File: src/rtl/subleq_pkg.sv
// Shared types and default sizing for the SUBLEQ core.
// Imported by the core and the ALU.
package subleq_pkg;

  localparam int WORD_W_DEF = 4;
  localparam int ADDR_W_DEF = 4;
  localparam logic [3:0] HALT_ADDR_DEF = 4'hF;

  typedef enum logic [2:0] {
    IDLE,
    FETCH_A,
    FETCH_B,
    FETCH_C,
    EXEC,
    HALT
  } state_t;

endpackage

File: src/rtl/subleq_alu.sv
// Combinational subtract and branch flag for SUBLEQ.
// res = b - a, truncated; le when res is negative or zero.
module subleq_alu
  import subleq_pkg::*;
#(
  parameter int W = WORD_W_DEF
) (
  input  logic [W-1:0] a,
  input  logic [W-1:0] b,
  output logic [W-1:0] res,
  output logic         le
);

  assign res = b - a;
  assign le  = res[W-1] | (res == '0);

endmodule

File: src/rtl/subleq_core.sv
// Multi-cycle SUBLEQ sequencer with a small word memory.
// Host loads while idle, pulses start, watches busy/halted.
module subleq_core
  import subleq_pkg::*;
#(
  parameter int WORD_W = WORD_W_DEF,
  parameter int ADDR_W = ADDR_W_DEF,
  parameter logic [ADDR_W-1:0] HALT_ADDR = ADDR_W'(HALT_ADDR_DEF)
) (
  input  logic              clk,
  input  logic              rst,
  input  logic              start,
  input  logic              load_en,
  input  logic [ADDR_W-1:0] load_addr,
  input  logic [WORD_W-1:0] load_data,
  input  logic [ADDR_W-1:0] rd_addr,
  output logic [WORD_W-1:0] rd_data,
  output logic              busy,
  output logic              halted,
  output logic [ADDR_W-1:0] pc,
  output logic              le_flag
);

  localparam int DEPTH = 2 ** ADDR_W;

  logic [WORD_W-1:0] mem [DEPTH];

  state_t state_q, state_d;
  logic [ADDR_W-1:0] pc_d;
  logic [WORD_W-1:0] ra, rb, rc;
  logic [WORD_W-1:0] ra_d, rb_d, rc_d;
  logic le_d;

  logic              we;
  logic [ADDR_W-1:0] wa;
  logic [WORD_W-1:0] wd;

  logic [ADDR_W-1:0] a_addr, b_addr, c_addr;
  logic [WORD_W-1:0] res;
  logic              le;

  // Operand words address memory through their low bits.
  assign a_addr = ra[ADDR_W-1:0];
  assign b_addr = rb[ADDR_W-1:0];
  assign c_addr = rc[ADDR_W-1:0];

  assign busy = (state_q == FETCH_A) || (state_q == FETCH_B)
             || (state_q == FETCH_C) || (state_q == EXEC);
  assign halted  = (state_q == HALT);
  assign rd_data = mem[rd_addr];

  subleq_alu #(.W(WORD_W)) u_alu (
    .a   (mem[a_addr]),
    .b   (mem[b_addr]),
    .res (res),
    .le  (le)
  );

  always_comb begin
    state_d = state_q;
    pc_d    = pc;
    ra_d    = ra;
    rb_d    = rb;
    rc_d    = rc;
    le_d    = le_flag;
    we      = load_en && !busy;
    wa      = load_addr;
    wd      = load_data;
    unique case (state_q)
      IDLE, HALT: begin
        if (start) begin
          state_d = FETCH_A;
          pc_d    = '0;
        end
      end
      FETCH_A: begin
        ra_d    = mem[pc];
        state_d = FETCH_B;
      end
      FETCH_B: begin
        rb_d    = mem[pc + ADDR_W'(1)];
        state_d = FETCH_C;
      end
      FETCH_C: begin
        rc_d    = mem[pc + ADDR_W'(2)];
        state_d = EXEC;
      end
      EXEC: begin
        we   = 1'b1;
        wa   = b_addr;
        wd   = res;
        le_d = le;
        if (le && c_addr == HALT_ADDR) begin
          state_d = HALT;
          pc_d    = HALT_ADDR;
        end else if (le) begin
          state_d = FETCH_A;
          pc_d    = c_addr;
        end else begin
          state_d = FETCH_A;
          pc_d    = pc + ADDR_W'(3);
        end
      end
      default: state_d = IDLE;
    endcase
  end

  always_ff @(posedge clk) begin
    if (rst) begin
      state_q <= IDLE;
      pc      <= '0;
      ra      <= '0;
      rb      <= '0;
      rc      <= '0;
      le_flag <= 1'b0;
    end else begin
      state_q <= state_d;
      pc      <= pc_d;
      ra      <= ra_d;
      rb      <= rb_d;
      rc      <= rc_d;
      le_flag <= le_d;
    end
  end

  // Memory keeps its contents through reset; rst only blocks writes.
  always_ff @(posedge clk) begin
    if (we && !rst) mem[wa] <= wd;
  end

endmodule

File: config.mk
export PLATFORM = sky130hd
export DESIGN_NAME = subleq_core
export DESIGN_NICKNAME = d
export VERILOG_FILES = /design/src/rtl/subleq_pkg.sv /design/src/rtl/subleq_alu.sv /design/src/rtl/subleq_core.sv
export SDC_FILE = /design/constraint.sdc
export NUM_CORES = 1
export LEC_CHECK = 0
export BUFFER_PORTS_ARGS = -buffer_cell sky130_fd_sc_hd__buf_2
export CAP_MARGIN = 10
export CORE_MARGIN = 4
export CORE_UTILIZATION = 30
export CTS_CLUSTER_DIAMETER = 120
export CTS_CLUSTER_SIZE = 25
export DETAILED_ROUTE_END_ITERATION = 6
export PLACE_DENSITY_LB_ADDON = 0.08
export SETUP_SLACK_MARGIN = 0.05
export SKIP_CTS_REPAIR_TIMING = 1
export SLEW_MARGIN = 40
export SYNTH_ARGS = -nofsm -noshare
export SYNTH_HDL_FRONTEND = slang
export SYNTH_HIERARCHICAL = 1
export SYNTH_SLANG_ARGS = --single-unit
export TNS_END_PERCENT = 30
File: constraint.sdc
create_clock -name clk -period 8 [get_ports clk]
set_input_delay 1.6 -clock clk [delete_from_list [all_inputs] [get_ports clk]]
set_output_delay 1.6 -clock clk [all_outputs]
set_load 0.02 [all_outputs]
* Yosys cells after proc, flatten, opt, wreduce, memory -nomap -nowiden
Memory sizes are Yosys's and may differ from the RTL's. A register that Yosys moved wholly into a read port is not among the register bits.
Cells that the tools add are included.
** Cells by class
- Add/subtract/negate cells :: 4
- Eq/ne operators :: 7
- Mux-type cells :: 12
- Bitwise gates (word level) :: 1
- Reductions and logical operators :: 13
** Operators by type and width (number)
- $mux 4 :: 5
- $pmux 3 s5 :: 1
- $add 4x2->4 const B :: 2
- $pmux 4 s2 :: 1
- $eq 3x2->1 const B :: 2
- $eq 3x3->1 const B :: 2
- $mux 3 :: 2
- $add 4x1->4 const B :: 1
- $eq 4x4->1 const B :: 1
- $logic_not 4->1 :: 1
- $sub 4x4->4 :: 1
- $eq 3x1->1 const B :: 1
- $logic_and 1x1->1 :: 3
- $logic_not 3->1 :: 1
- $logic_or 1x1->1 :: 3
- $mux 1 :: 3
- $logic_not 1->1 :: 2
- $ne 2x2->1 const B :: 1
- $reduce_and 2->1 :: 1
- $reduce_bool 2->1 :: 1
- $reduce_or 2->1 :: 1
- $or 1x1->1 :: 1
** Word-level totals
- Bits in registers :: 8
- Bits in writable memories :: 64
- Bits of input ports :: 16
- Logic and storage cells :: 41
- Memories :: 1
** Memory list
- mem :: depth 16, width 4, read ports 6, clocked after memory_dff 3, wr ports 1, line subleq_core.sv:26 : logic [WORD_W-1:0] mem [DEPTH];

* Longest topological paths before layout
- Word-level depth :: 10
- Mapped depth :: 15
- Depth with buffers taken out :: 12

* Cells and area by module
Netlist, hierarchy kept.
** By module, submodules not included
- subleq_core :: instances 1, cells each 419, area an instance 6052.1 um^2, seq. area each 2322.2 um^2
- subleq_alu :: instances 1, cells each 18, area an instance 140.1 um^2, seq. area each 0.0 um^2

* Least setup slack after synthesis
No wires, ideal clock.
- Path type :: input -> output
- From :: input port rd_addr[1]
- To :: output port rd_data[0]
- Data arrival time :: 3.000 ns
- Required time :: 6.400 ns
- Setup slack :: 3.400 ns
- Stages on the path :: 4
- Path through :: clkbuf_1 buf_2 mux4_2 mux4_2
** Between the ends
- Cells in the longest elaborated chain, start to end :: 1
** RTL lines
- start, declared :: line subleq_core.sv:16 : input logic [ADDR_W-1:0] rd_addr,
- $mem_v2 16x4
- end, declared :: line subleq_core.sv:17 : output logic [WORD_W-1:0] rd_data,
Every way passes these cells.

* Worst setup path after layout
- From :: input port rd_addr[0]
- To :: output port rd_data[0]
Same word-level chain as after synthesis.

==> impl_metrics.toml <==
[pwr]
powerDensity_nw_per_um2 = 159
p_leak_nw = 2.04
ir_worst_vdd_uv = 91.0
total_power_mw = 1.08

[floorplan]
dieArea_sq_um = 23000
num_rows = 52
coreArea_sq_um = 20300
dieWidth_um = 152
initial_core_util_pct = 30.5
num_io_pins = 27
die_height_um = 152

[worst_setup_path]
reg2reg_slack_ns = 4.28
timing.rr.start = "b_addr[0]"
path_class = "input port to output port"
critPathSlowestCell = "mux4_2"
crit_path_end_kind = "output port"
rr_worst_depth = 12
rr_endpoint = "state_q[2]"
crit_family = "multiplexers"
start_kind = "input port"
critPathArrivalTime_ns = 3.24
path_buf_inv = 2
crit_path_max_incr_delay_ns = 0.56
cp_max_fo = 16
path_cells = "buf_2 > mux4_2 > mux4_2 > buf_2"
worstPathRequired_ns = 6.40

[yosys]
synth_fp_nets = 461
synth-edff-count = 64
synth_xor_area_share_pct = 1.41
yosys.area_share.simple_pct = 9.27
synth_top_family_by_area = "multiplexers"
synth_flop_cell = "edfxtp_1"
ys_seq_elements = 84
synth_top_area_share_pct = 39.3
synth-adder-area-share_pct = 1.74
syn_inst = 437
synth.area.top_cells = "mux4_2 (39%), edfxtp_1 (31%), dfxtp_1 (6.5%)"
synthesis.area_sq_um = 6190
synth.distinct_cells = 37
synth_area_leader_cell = "mux4_2"
async_reset_ff_share_pct = 0
yosysSeqAreaShare_pct = 37.5
synthMuxAreaShare_pct = 39.9
syn_avg_cell_area_sq_um = 14.2
synth_compound_area_share_pct = 6.04
ys_warn_count = 6

[timing]
setup_ws_ns = 3.16
setup_tns_ns = 0
setup_viol = 0
slew_viol_final = 0
fmax_mhz = 207
period_minus_slack_ns = 4.84
hold_violations = 0
rsz0062_at_grt = "no"
whs_ns = 0.458
tightest_slew_ns = 0.721
slew_headroom_pct = 51.7
skew_ns = 0.00940
final.period_utilization_pct = 60.5

[place]
io_buffers = 26
dpl_worst_slack_ns = 3.16
finalWeightedCongestion = 0.872
hpwlAfterDp_um = 15400
placed_area_sq_um = 6490
placed_cells = 699

[global_routing]
grt_overflow = 0
grt_pass1_vias = 4331
grt_start_max_net_pins = 38
antenna_found_initial = 0
grt_pass1_wl_um = 31000
track_usage_pct = 19.3

[clocking]
path_clk_slew_ns = 0.06
cts_root_buf = "clkbuf_16"
numCtsBuffers = 9
cts_tree = "yes"
htreeDepth = 3
clk_latency_ns = 0.35
cts.sinks = 84
cts_buffer_depth = 2

[routing]
final_antenna_net_count = 0
remaining_drc_errors = 0
wl_per_cell_um = 29.5
drt_first_pass_iters = 5
via_per_inst = 6.17
drtIter0Drc = 389
drt_wl_total_um = 21100
dr_total_vias = 4412

[min_path]
hp-start = "c_addr[0]"
hold_class = "flip-flop to flip-flop"
hold_depth = 2
hold_end = "c_addr[0]"

[finish]
stdcell_area_sq_um = 6770
area_delta_synth_final_pct = 9.36
layout-drive-gt1-share_pct = 36.4
n_antenna_cell = 0
final_cells = 715
fin_nets = 464
fin_util_pct = 33.4

[flow_run]
drv_cap = 0

[outcome]
outcome = "completed"
where the power goes:
part	switching, mW	internal, mW	total (mW)
Clock	0.197	0.215	0.412
Sequential	0.0173	0.477	0.495
Combinational	0.0910	0.0797	0.171
Total	0.305	0.772	1.08
worst max-delay path by stage:
stage / startpoint / cells after the start / slack, ns / end
finish: rd_addr[0] / 4 / 3.16 / rd_data[0]
detailed placement: rd_addr[0] / 4 / 3.16 / rd_data[3]
floorplan: rd_addr[1] / 4 / 3.40 / rd_data[0]
CTS: rd_addr[0] / 4 / 3.14 / rd_data[0]
global placement: rd_addr[0] / 4 / 3.17 / rd_data[0]
global route: rd_addr[0] / 4 / 3.07 / rd_data[2]
routing by layer:
| layer | vias up | share of wire [%] | wire length, um | global-route usage, % |
|---|---|---|---|---|
| li1 | 1814 | - | - | - |
| met1 | 2353 | 43 | 9110 | 27.2 |
| met2 | 228 | 47 | 10000 | 30.0 |
| met3 | 17 | 7.5 | 1590 | 4.94 |
| met4 | 0 | 1.9 | 404 | 4.67 |
| met5 | - | 0 | 0 | 0 |
sequential cells by signal, indices dropped and copies added, names as in the netlist:
signal   count
a_addr       4
c_addr       4
mem         64
le_flag      1
state_q      3
b_addr       4
pc           4
synth_stat cells (5+ instances only):
cell type,instances
a21oi_1,13
a22oi_1,8
buf_1,6
buf_2,14
buf_4,5
buf_6,5
clkbuf_1,8
dfxtp_1,20
edfxtp_1,64
ha_1,7
inv_1,10
mux4_2,108
nand2_1,31
nand2b_1,8
nand3_1,25
nor2_1,31
nor3b_1,8
o21ai_0,12
xor2_1,6
cell type report:
| cell class | instances | area, sq um |
|---|---|---|
| Multi-Input combinational cell | 305 | 3620 |
| Clock inverter | 7 | 56.3 |
| Clock buffer | 9 | 225 |
| Inverter | 10 | 37.5 |
| Fill cell | 2028 | 13500 |
| Tap cell | 270 | 338 |
| Timing Repair Buffer | 30 | 160 |
| Sequential cell | 84 | 2330 |
logic make-up after synthesis:
group                    after synthesis
AND/OR/NAND/NOR                      120
XOR/XNOR                              10
multiplexers                         112
flip-flops                            84
adder cells (fa/ha/maj)                8
buffers and inverters                 48
AO/OA/AOI/OAI                         55
worst register-to-register path, cell delays in order, from the launching register on:
cell	delay, ns
dfxtp_1	0.32
buf_4	0.35
mux4_2	0.63
mux4_2	0.49
inv_1	0.08
ha_1	0.15
inv_1	0.06
fa_1	0.46
nand2b_1	0.17
o22ai_2	0.34
nand2_1	0.12
or3_1	0.35
a21oi_1	0.14
cell usage in the layout, fill, tap and decap left out, drive strengths merged, types with 5 or more instances in the layout:
cell,n
a21oi,13
a22oi,8
buf,30
clkbuf,9
dfxtp,20
edfxtp,64
ha,7
inv,13
mux4,108
nand2,31
nand2b,8
nand3,25
nor2,31
nor3b,8
o21ai,12
o22ai,5
xor2,6
No activity file was read; power rests on OpenSTA's default activity.
